<file path="config.mk">
export PLATFORM = sky130hd
export DESIGN_NAME = qconv_tile_sequencer
export DESIGN_NICKNAME = d
export VERILOG_FILES = /design/src/rtl/qconv_seq_pkg.sv /design/src/rtl/qconv_seq_watchdog.sv /design/src/rtl/qconv_tile_sequencer.sv
export SDC_FILE = /design/constraint.sdc
export NUM_CORES = 1
export LEC_CHECK = 0
export ABC_AREA = 1
export BUFFER_PORTS_ARGS = -buffer_cell sky130_fd_sc_hd__buf_2
export CAP_MARGIN = 40
export CORE_MARGIN = 5
export CORE_UTILIZATION = 30
export CTS_BUF_LIST = sky130_fd_sc_hd__clkbuf_4
export CTS_CLUSTER_SIZE = 25
export DETAILED_ROUTE_END_ITERATION = 16
export PLACE_DENSITY_LB_ADDON = 0.3
export SLEW_MARGIN = 20
export SYNTH_ARGS = -nofsm -noshare
export SYNTH_HDL_FRONTEND = slang
export SYNTH_SLANG_ARGS = --single-unit
</file>
<file path="constraint.sdc">
create_clock -name clk -period 1.7 [get_ports clk]
set_input_delay 0.34 -clock clk [delete_from_list [all_inputs] [get_ports clk]]
set_output_delay 0.34 -clock clk [all_outputs]
set_load 0.01 [all_outputs]
</file>
<file path="src/rtl/qconv_seq_pkg.sv">
// Shared definitions for the quantized-convolution tile sequencer:
// the state encoding, the stage ordering and the default watchdog limit.
package qconv_seq_pkg;

  typedef enum logic [2:0] {
    IDLE       = 3'd0,
    LOAD_GO    = 3'd1,
    LOAD_WAIT  = 3'd2,
    COMP_GO    = 3'd3,
    COMP_WAIT  = 3'd4,
    STORE_GO   = 3'd5,
    STORE_WAIT = 3'd6,
    DONE       = 3'd7
  } seq_state_e;

  // Every tile begins with the LOAD stage.
  localparam seq_state_e FIRST_STAGE_GO = LOAD_GO;

  // Watchdog limit per stage wait when the timeout feature is built in.
  localparam int unsigned DEFAULT_TIMEOUT_CYCLES = 32'h0000_FFFF;

  // Stage order within a tile: LOAD -> COMPUTE -> STORE. Returns the GO
  // state that follows a completed WAIT state; STORE_WAIT is handled by the
  // tile loop in the sequencer itself.
  function automatic seq_state_e stage_after(input seq_state_e wait_state);
    case (wait_state)
      LOAD_WAIT: return COMP_GO;
      COMP_WAIT: return STORE_GO;
      default:   return DONE;
    endcase
  endfunction

  function automatic logic is_wait(input seq_state_e s);
    return (s == LOAD_WAIT) || (s == COMP_WAIT) || (s == STORE_WAIT);
  endfunction

endpackage

</file>
<file path="src/rtl/qconv_seq_watchdog.sv">
// Per-stage watchdog for the tile sequencer: counts cycles spent in a
// stage wait and flags expiry when the configured limit is reached.
// Only instantiated when QCONV_TILE_SEQ_TIMEOUT_EN is defined.
module qconv_seq_watchdog #(
  parameter int               WIDTH = 16,
  parameter logic [WIDTH-1:0] LIMIT = '1
) (
  input  logic clk,
  input  logic rst_n,
  input  logic run,
  output logic expired
);

  logic [WIDTH-1:0] count_q;

  // Counter clears whenever the sequencer is outside a WAIT state, so every
  // wait starts from zero; it holds once expired instead of wrapping.
  always_ff @(posedge clk) begin
    if (!rst_n || !run) begin
      count_q <= '0;
    end else if (!expired) begin
      count_q <= count_q + WIDTH'(1);
    end
  end

  // The limit-th wait cycle is the one that expires.
  assign expired = run && (count_q == LIMIT - WIDTH'(1));

endmodule

</file>
<file path="src/rtl/qconv_tile_sequencer.sv">
// Top-level tile sequencer for the quantized-convolution engines.
// Runs num_tiles tiles, each as LOAD -> COMPUTE -> STORE, issuing one-cycle
// start pulses and waiting on each stage's finish input.
// Optional feature: define QCONV_TILE_SEQ_TIMEOUT_EN to add a per-stage
// watchdog that aborts a stuck run with a sticky error flag.
module qconv_tile_sequencer
  import qconv_seq_pkg::*;
#(
  parameter int                       CNT_WIDTH      = 8,
  parameter int                       TIMEOUT_WIDTH  = 16,
  parameter logic [TIMEOUT_WIDTH-1:0] TIMEOUT_CYCLES = TIMEOUT_WIDTH'(DEFAULT_TIMEOUT_CYCLES)
) (
  input  logic                 clk,
  input  logic                 rst_n,
  input  logic                 start,
  input  logic [CNT_WIDTH-1:0] num_tiles,
  output logic                 busy,
  output logic                 done,
  output logic                 error,
  output logic [CNT_WIDTH-1:0] tile_idx,
  output logic                 load_start,
  output logic                 comp_start,
  output logic                 store_start,
  input  logic                 load_finish,
  input  logic                 comp_finish,
  input  logic                 store_finish
);

  seq_state_e           state, state_next;
  logic [CNT_WIDTH-1:0] tile_idx_q, tile_idx_next;
  logic [CNT_WIDTH-1:0] count_q, count_next;
  logic                 stage_finish;
  logic                 timeout_hit;
  logic                 last_tile;
  logic                 accept_start;

  assign accept_start = (state == IDLE) && start;
  // Full-width compare, so a count of all-ones ends at index all-ones minus one.
  assign last_tile    = (tile_idx_q == count_q - CNT_WIDTH'(1));

`ifdef QCONV_TILE_SEQ_TIMEOUT_EN
  logic error_q;

  qconv_seq_watchdog #(
    .WIDTH (TIMEOUT_WIDTH),
    .LIMIT (TIMEOUT_CYCLES)
  ) u_watchdog (
    .clk     (clk),
    .rst_n   (rst_n),
    .run     (is_wait(state)),
    .expired (timeout_hit)
  );

  // Error is sticky across the DONE/IDLE states until reset or a new run.
  always_ff @(posedge clk) begin
    if (!rst_n || accept_start) begin
      error_q <= 1'b0;
    end else if (is_wait(state) && !stage_finish && timeout_hit) begin
      error_q <= 1'b1;
    end
  end

  assign error = error_q;
`else
  logic unused_timeout_cfg;
  assign unused_timeout_cfg = ^TIMEOUT_CYCLES;
  assign timeout_hit        = 1'b0;
  assign error              = 1'b0;
`endif

  // Only the finish of the stage currently being waited on is observed.
  always_comb begin
    stage_finish = 1'b0;
    case (state)
      LOAD_WAIT:  stage_finish = load_finish;
      COMP_WAIT:  stage_finish = comp_finish;
      STORE_WAIT: stage_finish = store_finish;
      default:    stage_finish = 1'b0;
    endcase
  end

  // Next-state logic: tile loop, stage ordering and watchdog abort.
  // NOTE: every signal gets a default before the case, so no path can
  // leave it unassigned and infer a latch.
  always_comb begin
    state_next    = state;
    tile_idx_next = tile_idx_q;
    count_next    = count_q;
    case (state)
      IDLE: begin
        if (start) begin
          count_next    = num_tiles;
          tile_idx_next = '0;
          state_next    = (num_tiles == '0) ? DONE : FIRST_STAGE_GO;
        end
      end
      LOAD_GO:  state_next = LOAD_WAIT;
      COMP_GO:  state_next = COMP_WAIT;
      STORE_GO: state_next = STORE_WAIT;
      LOAD_WAIT, COMP_WAIT: begin
        if (stage_finish) begin
          state_next = stage_after(state);
        end else if (timeout_hit) begin
          state_next = DONE;
        end
      end
      STORE_WAIT: begin
        if (stage_finish) begin
          if (last_tile) begin
            state_next = DONE;
          end else begin
            tile_idx_next = tile_idx_q + CNT_WIDTH'(1);
            state_next    = FIRST_STAGE_GO;
          end
        end else if (timeout_hit) begin
          state_next = DONE;
        end
      end
      DONE:    state_next = IDLE;
      default: state_next = IDLE;
    endcase
  end

  // State, tile index and latched count registers.
  // NOTE: sequential state is written with non-blocking assignments and the
  // reset is sampled on the clock edge, so all registers update together.
  always_ff @(posedge clk) begin
    if (!rst_n) begin
      state      <= IDLE;
      tile_idx_q <= '0;
      count_q    <= '0;
    end else begin
      state      <= state_next;
      tile_idx_q <= tile_idx_next;
      count_q    <= count_next;
    end
  end

  assign busy        = (state != IDLE);
  assign done        = (state == DONE);
  assign tile_idx    = tile_idx_q;
  assign load_start  = (state == LOAD_GO);
  assign comp_start  = (state == COMP_GO);
  assign store_start = (state == STORE_GO);

endmodule

</file>
==> results.cfg <==
[min_path]
hp-class = in2reg
worstHoldStart = num_tiles[2]

[place]
io_buffer_count = 26
dp_hpwl_um = 2762
dpl.cell_count = 294
gp_routability_congestion = 0.8329

[floorplan]
fp.dieW_um = 76.02
fp-row-count = 24
dieHeight_um = 76.02
io-pin-count = 28
die-area_um2 = 5778
placeableCoreArea_um2 = 4294
initial_utilization = 0.3045

[synth]
synth_net_count = 220
synth-simple-area-share = 0.3943
synth_seq_area_share = 0.2909
syn-cell-area_um2 = 1308
synth_area_in_adders = 0.01914
yosysWarningCount = 0
yosys_register_bits = 19
post_synth_num_cell_types = 27
post_synthesis_xor_xnor_area_fraction = 0.08038
synthesized_area_fraction_occupied_by_ao_oa_aoi_and_oai_cells = 0.1215
largest_family_of_logic_cells_by_synthesized_area = simple AND/OR/NAND/NOR gates
netlist_instances = 204
postSynthAreaPerCell_um2 = 6.409
synth.mux.area_fraction = 0

[clocking]
tritoncts_clock_tree = done
worst_skew_pair.late_latency_ns = 0.30
clkSlewWorstSetupHoldPaths_ns = 0.12
cts-root-to-sink-buffers = 2
cts-root-buf = sky130_fd_sc_hd__clkbuf_4
cts_htree_levels = 1
tritoncts_num_sinks = 19
cts_hold_buf = 0
cts_buffers = 3

[critical_path]
worstPathCellList = inv_2 > ha_4 > or2_1 > nand2_1 > nand2_1 > nand2_1 > nand3_2 > nor2_4 > nand2_2 > nand2_4 > nand2_8 > nand2_8 > nand2_2 > a21oi_2
worst_path_largest_cell_delay_ns = 0.36
startpoint_type_of_the_worst_setup_path = flip-flop
crit_path_frequent_cell = sky130_fd_sc_hd__nand2_1
worst_r2r_startpoint = count_q[0]
crit_path_top_delay_cell = sky130_fd_sc_hd__dfxtp_2
critical_path_launch_point = count_q[0]
cp.required_ns = 1.93
crit_buf_inv = 1
cp.arrival_ns = 1.98
critPathTopFamily = simple AND/OR/NAND/NOR gates
critical_path_peak_fanout = 6
end_kind = flip-flop
startpoint_to_endpoint_class_of_the_critical_path = reg2reg

[detailed_routing]
vias_per_inst = 4.701
route.vias.total = 1429
post_route_drc_violation_count = 0
drtIter0Drc = 60
wl_per_cell_um = 11.79
drt_wl_total_um = 3585
drt-pass1-iter-count = 4
antenna_violating_nets_left = 0

[timing]
min_period_over_period = 1.026
timing_hold_violations_final = 0
fin_ws_ns = -0.04479
grt_setup_unrepaired = yes
slew_viol_final = 0
max_freq_ghz = 0.5731
setup_viol_count_final = 8
hold_slack_final_ns = 0.3142
timing.clock.skew_ns = 0.005047
post-route-min-period_ns = 1.745

[global_route]
antenna_found_initial = 0
grt.overflow.total = 0
all_layer_global_routing_usage = 0.1204
grt_start_max_net_pins = 13
global_route_wire_length_before_repair_um = 5906
vias_in_the_first_global_route = 1325

[layout]
post-route-util = 0.4205
layout-area-overhead-vs-synth_pct = 38.09
antenna_cells = 0
post_route_cells_drive_above_1_share = 0.3690
finalNonFillerCells = 304
commonest_non_fill_non_tap_cell_in_the_layout = sky130_fd_sc_hd__nand2_1
layout.cells.most_common_list = 39 x sky130_fd_sc_hd__nand2_1, 26 x sky130_fd_sc_hd__buf_2, 23 x sky130_fd_sc_hd__nor2_1
nNetsFinal = 269

[power]
power.leakage_nw = 0.7724
power-per-cell-area_nw_per_um2 = 1425
vdd.ir_drop.worst_uv = 676.8
fin_total_pwr_w = 0.002573

[outcome]
violated_checks = setup timing
run_status = finished with violations

[run]
max-cap-violations = 0
[cells by family after synthesis]
group	Yosys count
compound gates	29
xor+xnor	12
fa+ha+maj	2
buf+inv	27
flops	19
other cells	1
simple gates	114
[layer usage]
metal,up-vias,wire length [µm],global-route usage
met5,-,0,0
li1,761,-,-
met4,0,23,0.03737
met1,646,1678,0.1511
met3,2,100,0.02246
met2,20,1784,0.2063
[final cells by class]
class                      count  area, µm²
clock buffer                   3      22.52
sequential                    19      387.9
clock inverter                 1      5.005
tap                           52      65.06
timing repair buffer          50      321.6
multi-input combinational    159      928.4
fill                         476       2489
inverter                      20      75.07
[per-stage QoR]
| stage | TNS [ns] | setup slack (ns) | cell area, µm² |
|---|---|---|---|
| 2_1_floorplan | -0.01764 | -0.008818 | 1321 |
| 3_3_place_gp | -0.5823 | -0.08906 | 1615 |
| 3_5_place_dp | -1.009 | -0.1576 | 1615 |
| 4_1_cts | -0.2319 | -0.04590 | 1675 |
| 5_1_grt | -1.750 | -0.1917 | 1805 |
| 6_report | -0.2581 | -0.04479 | 1805 |
[worst min-delay path: stages]
cell,delay [ns]
sky130_fd_sc_hd__buf_2,0.10
sky130_fd_sc_hd__nand3_1,0.07
sky130_fd_sc_hd__a21oi_1,0.06
[where the power goes]
part	internal (W)	switching (W)
logic	0.000694	0.000980
clock network	0.0000875	0.000148
registers	0.000549	0.000115
total	0.00133	0.00124
[state kept, by name (all words and copies together) (netlist names)]
signal	count
state	3
count_q	8
tile_idx	8
[Yosys cell counts]
| cell | number | area share |
|---|---|---|
| sky130_fd_sc_hd__nand2_1 | 45 | 0.13 |
| sky130_fd_sc_hd__nor2_1 | 25 | 0.072 |
| sky130_fd_sc_hd__nand3_1 | 20 | 0.077 |
| sky130_fd_sc_hd__dfxtp_1 | 19 | 0.29 |
| sky130_fd_sc_hd__inv_1 | 19 | 0.055 |
| sky130_fd_sc_hd__a21oi_1 | 18 | 0.069 |
| sky130_fd_sc_hd__o21ai_0 | 8 | 0.031 |
| sky130_fd_sc_hd__xnor2_1 | 8 | 0.054 |
| sky130_fd_sc_hd__nor2_2 | 7 | 0.033 |
| sky130_fd_sc_hd__nor3_1 | 5 | 0.019 |
| sky130_fd_sc_hd__nand2_2 | 4 | 0.019 |
| sky130_fd_sc_hd__xor2_1 | 4 | 0.027 |
| sky130_fd_sc_hd__buf_2 | 2 | 0.0077 |
| sky130_fd_sc_hd__buf_4 | 2 | 0.011 |
| sky130_fd_sc_hd__clkbuf_1 | 2 | 0.0057 |
| sky130_fd_sc_hd__ha_1 | 2 | 0.019 |
| sky130_fd_sc_hd__nand3_2 | 2 | 0.015 |
| sky130_fd_sc_hd__nand4_1 | 2 | 0.0096 |
| sky130_fd_sc_hd__nor4_1 | 2 | 0.0096 |
| sky130_fd_sc_hd__a41oi_1 | 1 | 0.0067 |
| sky130_fd_sc_hd__buf_6 | 1 | 0.0086 |
| sky130_fd_sc_hd__conb_1 | 1 | 0.0029 |
| sky130_fd_sc_hd__inv_2 | 1 | 0.0029 |
| sky130_fd_sc_hd__nor3b_1 | 1 | 0.0057 |
| sky130_fd_sc_hd__o21bai_1 | 1 | 0.0057 |
| sky130_fd_sc_hd__o22ai_2 | 1 | 0.0096 |
| sky130_fd_sc_hd__or2_1 | 1 | 0.0048 |
[path summary, 6_finish.rpt]
check,depth (start not counted),slack [ns],endpoint
max reg2reg,14,-0.04,tile_idx[3]
min reg2reg,1,0.51,state[0]
max,14,-0.04,tile_idx[3]
min,3,0.31,count_q[2]
[timing repair]
item,CTS,global route
endpoints found under the hold margin,0,0
setup endpoints to repair,9,11
cloned,1,0
pin swaps,6,15
resized for setup,6,28
setup buffers,1,5
(Power assumes the default switching activity.)
